**src/rtl/demux1_to4_reg.sv**
```systemverilog
// ---------------------------------------------------------------------------
// demux1_to4_reg
//
// Purpose:
//   Routes a single data bit X to one of four registered output channels
//   selected by S. Each channel is a one-entry buffer with a valid/ready
//   handshake. A full channel stalls new input only while its consumer is
//   not ready. A simultaneous drain and refill of the same channel keeps it
//   full, so each channel can sustain one bit per cycle.
//
// Ports:
//   clk        in   rising-edge clock for all state
//   rst        in   synchronous active-high reset
//   X          in   data bit to route
//   S[1:0]     in   destination select (0..3 -> ch0..ch3)
//   IN_VALID   in   X and S are valid this cycle
//   IN_READY   out  block accepts X this cycle (combinational)
//   Z0..Z3     out  registered channel data (holds its value after draining)
//   V0..V3     out  channel data valid
//   CNT0..CNT3 out  per-channel completed-transfer count, CNT_W bits each
//                   (present only when DEMUX_CNT_EN is defined)
//   R0..R3     in   channel consumer ready
//
// Configuration:
//   DEMUX_CNT_EN  when defined, adds a wrapping transfer counter per channel
//                 that increments on every output handshake of that channel.
//   CNT_W         counter width (used only with DEMUX_CNT_EN).
// ---------------------------------------------------------------------------
module demux1_to4_reg #(
  parameter int CNT_W = 8
) (
  input  logic             clk,
  input  logic             rst,
  input  logic             X,
  input  logic [1:0]       S,
  input  logic             IN_VALID,
  output logic             IN_READY,
  output logic             Z0,
  output logic             Z1,
  output logic             Z2,
  output logic             Z3,
  output logic             V0,
  output logic             V1,
  output logic             V2,
  output logic             V3,
`ifdef DEMUX_CNT_EN
  output logic [CNT_W-1:0] CNT0,
  output logic [CNT_W-1:0] CNT1,
  output logic [CNT_W-1:0] CNT2,
  output logic [CNT_W-1:0] CNT3,
`endif
  input  logic             R0,
  input  logic             R1,
  input  logic             R2,
  input  logic             R3
);

  localparam int NUM_CH = 4;

  logic [NUM_CH-1:0] v_q, v_d;
  logic [NUM_CH-1:0] z_q, z_d;

  logic [NUM_CH-1:0] ready_vec;
  logic [NUM_CH-1:0] sel_onehot;
  logic [NUM_CH-1:0] out_hs;
  logic [NUM_CH-1:0] in_hs_vec;
  logic              in_ready;
  logic              in_hs;

  // Gather the per-channel consumer ready inputs into one vector.
  assign ready_vec = {R3, R2, R1, R0};

  // One-hot decode of the destination select.
  always_comb begin
    sel_onehot = '0;
    sel_onehot[S] = 1'b1;
  end

  // The addressed channel can take a new bit if it is empty, or if it is
  // being drained this same cycle (which is what allows back-to-back flow).
  assign in_ready = !v_q[S] || ready_vec[S];
  assign in_hs    = IN_VALID && in_ready;

  // Per-channel input and output handshakes.
  assign in_hs_vec = sel_onehot & {NUM_CH{in_hs}};
  assign out_hs    = v_q & ready_vec;

  // Next-state for every channel buffer. An input handshake always wins:
  // it either fills an empty entry or replaces one that is draining now.
  // Otherwise a drain empties the entry but leaves the data bit in place.
  always_comb begin
    v_d = v_q;
    z_d = z_q;
    for (int k = 0; k < NUM_CH; k++) begin
      if (in_hs_vec[k]) begin
        v_d[k] = 1'b1;
        z_d[k] = X;
      end else if (out_hs[k]) begin
        v_d[k] = 1'b0;
      end
    end
  end

  // Channel state registers; reset discards any buffered data and
  // overrides handshakes happening in the same cycle.
  always_ff @(posedge clk) begin
    if (rst) begin
      v_q <= '0;
      z_q <= '0;
    end else begin
      v_q <= v_d;
      z_q <= z_d;
    end
  end

  assign IN_READY = in_ready;

  assign Z0 = z_q[0];
  assign Z1 = z_q[1];
  assign Z2 = z_q[2];
  assign Z3 = z_q[3];

  assign V0 = v_q[0];
  assign V1 = v_q[1];
  assign V2 = v_q[2];
  assign V3 = v_q[3];

`ifdef DEMUX_CNT_EN
  logic [CNT_W-1:0] cnt_q [NUM_CH];
  logic [CNT_W-1:0] cnt_d [NUM_CH];

  // Count completed output transfers; natural binary overflow provides the
  // wrap from all-ones back to zero.
  always_comb begin
    for (int k = 0; k < NUM_CH; k++) begin
      cnt_d[k] = cnt_q[k];
      if (out_hs[k]) begin
        cnt_d[k] = cnt_q[k] + {{(CNT_W-1){1'b0}}, 1'b1};
      end
    end
  end

  // Counter registers, cleared together with the channel state.
  always_ff @(posedge clk) begin
    if (rst) begin
      for (int k = 0; k < NUM_CH; k++) begin
        cnt_q[k] <= '0;
      end
    end else begin
      for (int k = 0; k < NUM_CH; k++) begin
        cnt_q[k] <= cnt_d[k];
      end
    end
  end

  assign CNT0 = cnt_q[0];
  assign CNT1 = cnt_q[1];
  assign CNT2 = cnt_q[2];
  assign CNT3 = cnt_q[3];
`else
  // Without counters the width parameter has no consumer; tie it off here
  // so the default build stays warning-free.
  logic [CNT_W-1:0] unused_cnt_width;
  assign unused_cnt_width = '0;
`endif

endmodule

```
**config.mk**
```make
export PLATFORM = sky130hd
export DESIGN_NAME = demux1_to4_reg
export DESIGN_NICKNAME = d
export VERILOG_FILES = /design/src/rtl/demux1_to4_reg.sv
export SDC_FILE = /design/constraint.sdc
export NUM_CORES = 1
export LEC_CHECK = 0
export ABC_AREA = 1
export BUFFER_PORTS_ARGS = -buffer_cell sky130_fd_sc_hd__buf_2
export CAP_MARGIN = 10
export CORE_MARGIN = 3
export CORE_UTILIZATION = 28
export DETAILED_ROUTE_END_ITERATION = 8
export PLACE_DENSITY = 0.49
export SLEW_MARGIN = 0
export SYNTH_ARGS = -nofsm -noshare
export SYNTH_HDL_FRONTEND = slang
export SYNTH_SLANG_ARGS = --single-unit
```
**constraint.sdc**
```tcl
create_clock -name clk -period 2.6 [get_ports clk]
set_input_delay 0.26 -clock clk [delete_from_list [all_inputs] [get_ports clk]]
set_output_delay 0.26 -clock clk [all_outputs]
set_load 0.005 [all_outputs]
```
== Yosys cells after proc, flatten, opt, wreduce, memory -nomap -nowiden ==
Index checks and enable logic that the tools add are counted.

* Register bits after elaboration: 8
* Bits in latches: 0
* RAM bits: 0
* Bits in read-only memories: 0
* Bits of input ports: 10
* Output and inout bits: 9
* Logic and storage cells: 34
* Memories: 0

* Add/sub/neg operators: 0
* Multiply operators: 0
* Div/mod/pow operators: 0
* Magnitude comparators: 2
* Eq/ne operators: 0
* Shift-type cells: 0
* Mux-type cells: 14
* Bitwise operators: 2
* Reduce and logical (&&, ||, !) cells: 8

{| class="wikitable"
|+ Operators by type and width
! kind !! count
|-
| 1-bit 2-to-1 mux || 11
|-
| 4-bit bitwise AND || 2
|-
| 2-bit nonzero test || 4
|-
| 1-bit binary-select mux with 2-bit select || 2
|-
| 2-bit by 3-bit less-than comparator with 1-bit output (second input constant) || 1
|-
| 1-bit demux with 2-bit select || 1
|-
| 2-bit by 1-bit greater-or-equal comparator with 1-bit output (second input constant) || 1
|-
| 1-bit logical AND || 2
|-
| 1-bit zero test || 1
|-
| 1-bit logical OR || 1
|}

== Logic depth before layout (Yosys ltp) ==
* Depth in word-level cells: 7
* Mapped depth: 11
* Depth with buffers taken out: 10

== Least setup slack after synthesis ==
Ideal clock, no wire load.

* Path kind: input -> register
* Start point: in S[0]
* End point: reg z_q[3]
* Setup time: 0.110 ns
* Arrival: 0.954 ns
* Data required time: 2.490 ns
* Setup slack: 1.536 ns
* Cell stages on the path: 10
* Path buffers: 1
* Cell sequence: buf_6 inv_2 nand3_1 nand2_1 nor2_2 nand2_4 nand3_1 nand2_1 inv_1 nor2_2

* Word-level cells in the longest chain between the ends: 6
* Elaborated cells on any way between the ends: 13
* Those cells by class: order compare (2); mux (6); bitwise (1); reduce/logical (4)

{| class="wikitable"
|+ RTL lines
! item !! RTL line !! RTL
|-
| start, declared || 35 || <nowiki>input logic [1:0] S,</nowiki>
|-
| 1-bit binary-select mux with 2-bit select || 81 || <nowiki>assign in_ready = !v_q[S] || ready_vec[S];</nowiki>
|-
| 1-bit 2-to-1 mux (implied by the code) || 81 ||
|-
| 1-bit zero test || 81 ||
|-
| 1-bit logical OR (*) || 81 ||
|-
| via IN_READY || 37 || <nowiki>output logic IN_READY,</nowiki>
|-
| 1-bit logical AND (*) || 82 || <nowiki>assign in_hs = IN_VALID && in_ready;</nowiki>
|-
| 4-bit bitwise AND (*) || 85 || <nowiki>assign in_hs_vec = sel_onehot & {NUM_CH{in_hs}};</nowiki>
|-
| end signal, assigned || 112 || <nowiki>z_q <= z_d;</nowiki>
|-
| end, declared || 61 || <nowiki>logic [NUM_CH-1:0] z_q, z_d;</nowiki>
|}

Mark *: on every way through the listed nets, which the timed path passes. The rest lies on a longest branch. The select of a mux whose other input is x is not followed.
A chain may end at the register's enable or synchronous reset.

== Worst setup path in the final report ==
* Start point: reg v_q[3]
* End point: out IN_READY

* Word-level cells in the longest chain between the ends: 4

{| class="wikitable"
|+ RTL lines
! item !! RTL line !! RTL
|-
| start, declared || 60 || <nowiki>logic [NUM_CH-1:0] v_q, v_d;</nowiki>
|-
| start signal, assigned || 111 || <nowiki>v_q <= v_d;</nowiki>
|-
| 1-bit binary-select mux with 2-bit select || 81 ||
|-
| 1-bit 2-to-1 mux (implied by the code) || 81 ||
|-
| 1-bit zero test || 81 ||
|-
| 1-bit logical OR || 81 ||
|-
| end, declared || 37 ||
|}

Every way passes these cells. The select of a mux whose other input is x is not followed.

==> run metrics <==
status=complete, no violations; Yosys top cell by area=dfxtp_1; Initial DRT Pass Iterations=5; max-cap violations=0; leakage power=~0.34 nW; ratio of cells with drive above 1 in the final layout=0.295; slowest CP cell=dfxtp_1; CTS sink cnt=8; clock skew=1.72 ps; Post-DRT Antenna Nets=0; Max-Slew Margin vs Limit=0.892; M1 GR Usage=0.127; period utilisation layout=0.505; min-delay src=rst; first-pass GRT wire length=1.52 mm; WHS=236 ps; reg-to-reg startpoint=v_q[3]; largest net degree at the start of global routing=10; clock root cell=clkbuf_4; Hold WC Path Type=primary input to register; worst reg-to-reg path cell count=9; Worst setup SP type=register; Mapped Cells=76; WS Path Type=register to output port; clock buffer depth=2; RSZ-0062 raised after global routing=false; non-filler cells, final=111; Ports=19; Net Count, Synth=86; htree depth=1; sequential fraction of the synthesis area=0.344; number of global-route vias before repair=between 300 and 400; dpl cells=between 100 and 150; gr usage total=0.0982; final net count=107; cts bufs inserted=3; PortBufs=18; Hold EP=v_q[2]; RR Endpoint=z_q[3]; Critical Path RT=around 2300 ps; clk slew on worst S/H paths=roughly 50 ps; routed length per instance=9.30 um; clock period minus final worst setup slack=1310 ps; Cell Pwr Density=roughly 470 nW/um^2; Slew Limit Fails=0; via count=498; Initial Util=0.302; Final Setup Violations=0; worst slew pin tran=161 ps; DPL Wire Length=853 um; M3 GR Usage=0.0230; post-cts resize count=0; DIE AREA=around 2200 um^2; Design Power=274 uW; Mapped Avg Cell Area=slightly above 6 um^2; post-DR vias/cell=4.49; Clock Latency Late Sink=250 ps; critical path depth in cells=6; Post-CTS Setup Bufs=0; Most Crowded Layer GR=met2; Layout Area Growth over Synthesis=25.0%; top post-synthesis cells by area=dfxtp_1 (34%), nand2_1 (19%), inv_1 (12%); crit path buf inv count=1; max incr delay on CP=340 ps; routed wire length=1.03 mm; Yosys top cell area share=0.344; FF+latch count, synth=8; Setup crit end kind=output port; initial DRC count=8; core box area=approximately 1500 um^2; GRT Residual Overflow=0; routability cong.=0.751; GR Util met2=0.144; WP data arrival=1050 ps; CTS tree=built; Die Ht=~47 um; synth warn=0; initial antenna violation count=0; r2r setup slk=1570 ps; cell family with most CP delay=flip-flops; crit-path most repeated cell=nand2_1; Final Hold Viols=0; Crit Path Max Fanout=9; mapped cell area=465 um^2; hold buffers post-CTS=0; # DRC=0; Setup TNS=0 ps; Cell Rows=14; top achievable clock speed=approximately 760 MHz; Netlist cell types=13; CP Cell Sequence=nand2_1 > nand2_1 > nand2_1 > nand2_2 > nand2_4 > buf_2; most common cell after layout, fill and taps aside=nand2_1; antenna fix cells=0; CP startpoint=v_q[3]; Hold Crit Depth=2; most frequent cells in the layout=nand2_1 (24), buf_2 (18), inv_1 (15); Die X=46.8 um; Peak VDD IR=0.254 mV
Yosys cell counts:
master   count
a21oi_1      4
buf_2        1
buf_6        1
dfxtp_1      8
inv_1       15
inv_2        2
nand2_1     24
nand2_2      1
nand2_4      1
nand3_1      7
nand4_1      4
nor2_1       5
nor2_2       3
layer usage:
metal | share of wire | up-vias
met4 | 0.018 | 0
met3 | 0.086 | 4
met2 | 0.40 | 18
li1 | - | 269
met5 | 0 | -
met1 | 0.49 | 207
cell type report:
type / count / area (um^2)
timing repair buffer: 18 / 90.1
clock buffer: 3 / 22.5
tap: 16 / 20.0
inverter: 17 / 63.8
fill: 181 / 960
multi-input combinational: 49 / 225
sequential: 8 / 160
kinds of logic after synthesis:
| logic type | after synthesis | share of synthesized area |
|---|---|---|
| AOI/OAI and AO/OA | 4 | 0.0430 |
| buffers and inverters | 19 | 0.172 |
| DFF | 8 | 0.344 |
| and+or+nand+nor | 45 | 0.441 |
worst register-to-register path, stage by stage (launching register included):
cell and delay, ps:
dfxtp_1 340, nand2_1 60, nand2_1 60, nand2_1 50, nand2_2 80, nand2_4 80, nand3_1 110, nand2_1 60
inv_1 60, nor2_2 40
power by group:
| group | internal, mW | leakage, nW | switching [mW] |
|---|---|---|---|
| clock | 0.0526 | 0.0138 | 0.0389 |
| sequential | 0.129 | 0.0654 | 0.00306 |
| combinational | 0.0206 | 0.262 | 0.0299 |
registers in the layout, summed over array words and instances, names as in the netlist:
name	count
z_q	4
v_q	4
stage by stage:
| step | utilization | cell area, um^2 | setup slack (ps) |
|---|---|---|---|
| after CTS | 0.377 | 582 | 1270 |
| after floorplan | - | 465 | 1540 |
| final | 0.377 | 582 | 1290 |
| after global placement | 0.363 | 559 | 1370 |
| after detailed placement | 0.363 | 559 | 1350 |
| after global routing | 0.377 | 582 | 1220 |
worst max-delay path by stage:
stage	to
2_1_floorplan	z_q[3]
3_3_place_gp	IN_READY
3_5_place_dp	IN_READY
4_1_cts	IN_READY
5_1_grt	IN_READY
6_report	IN_READY
Power figures use the tool's default switching activity.
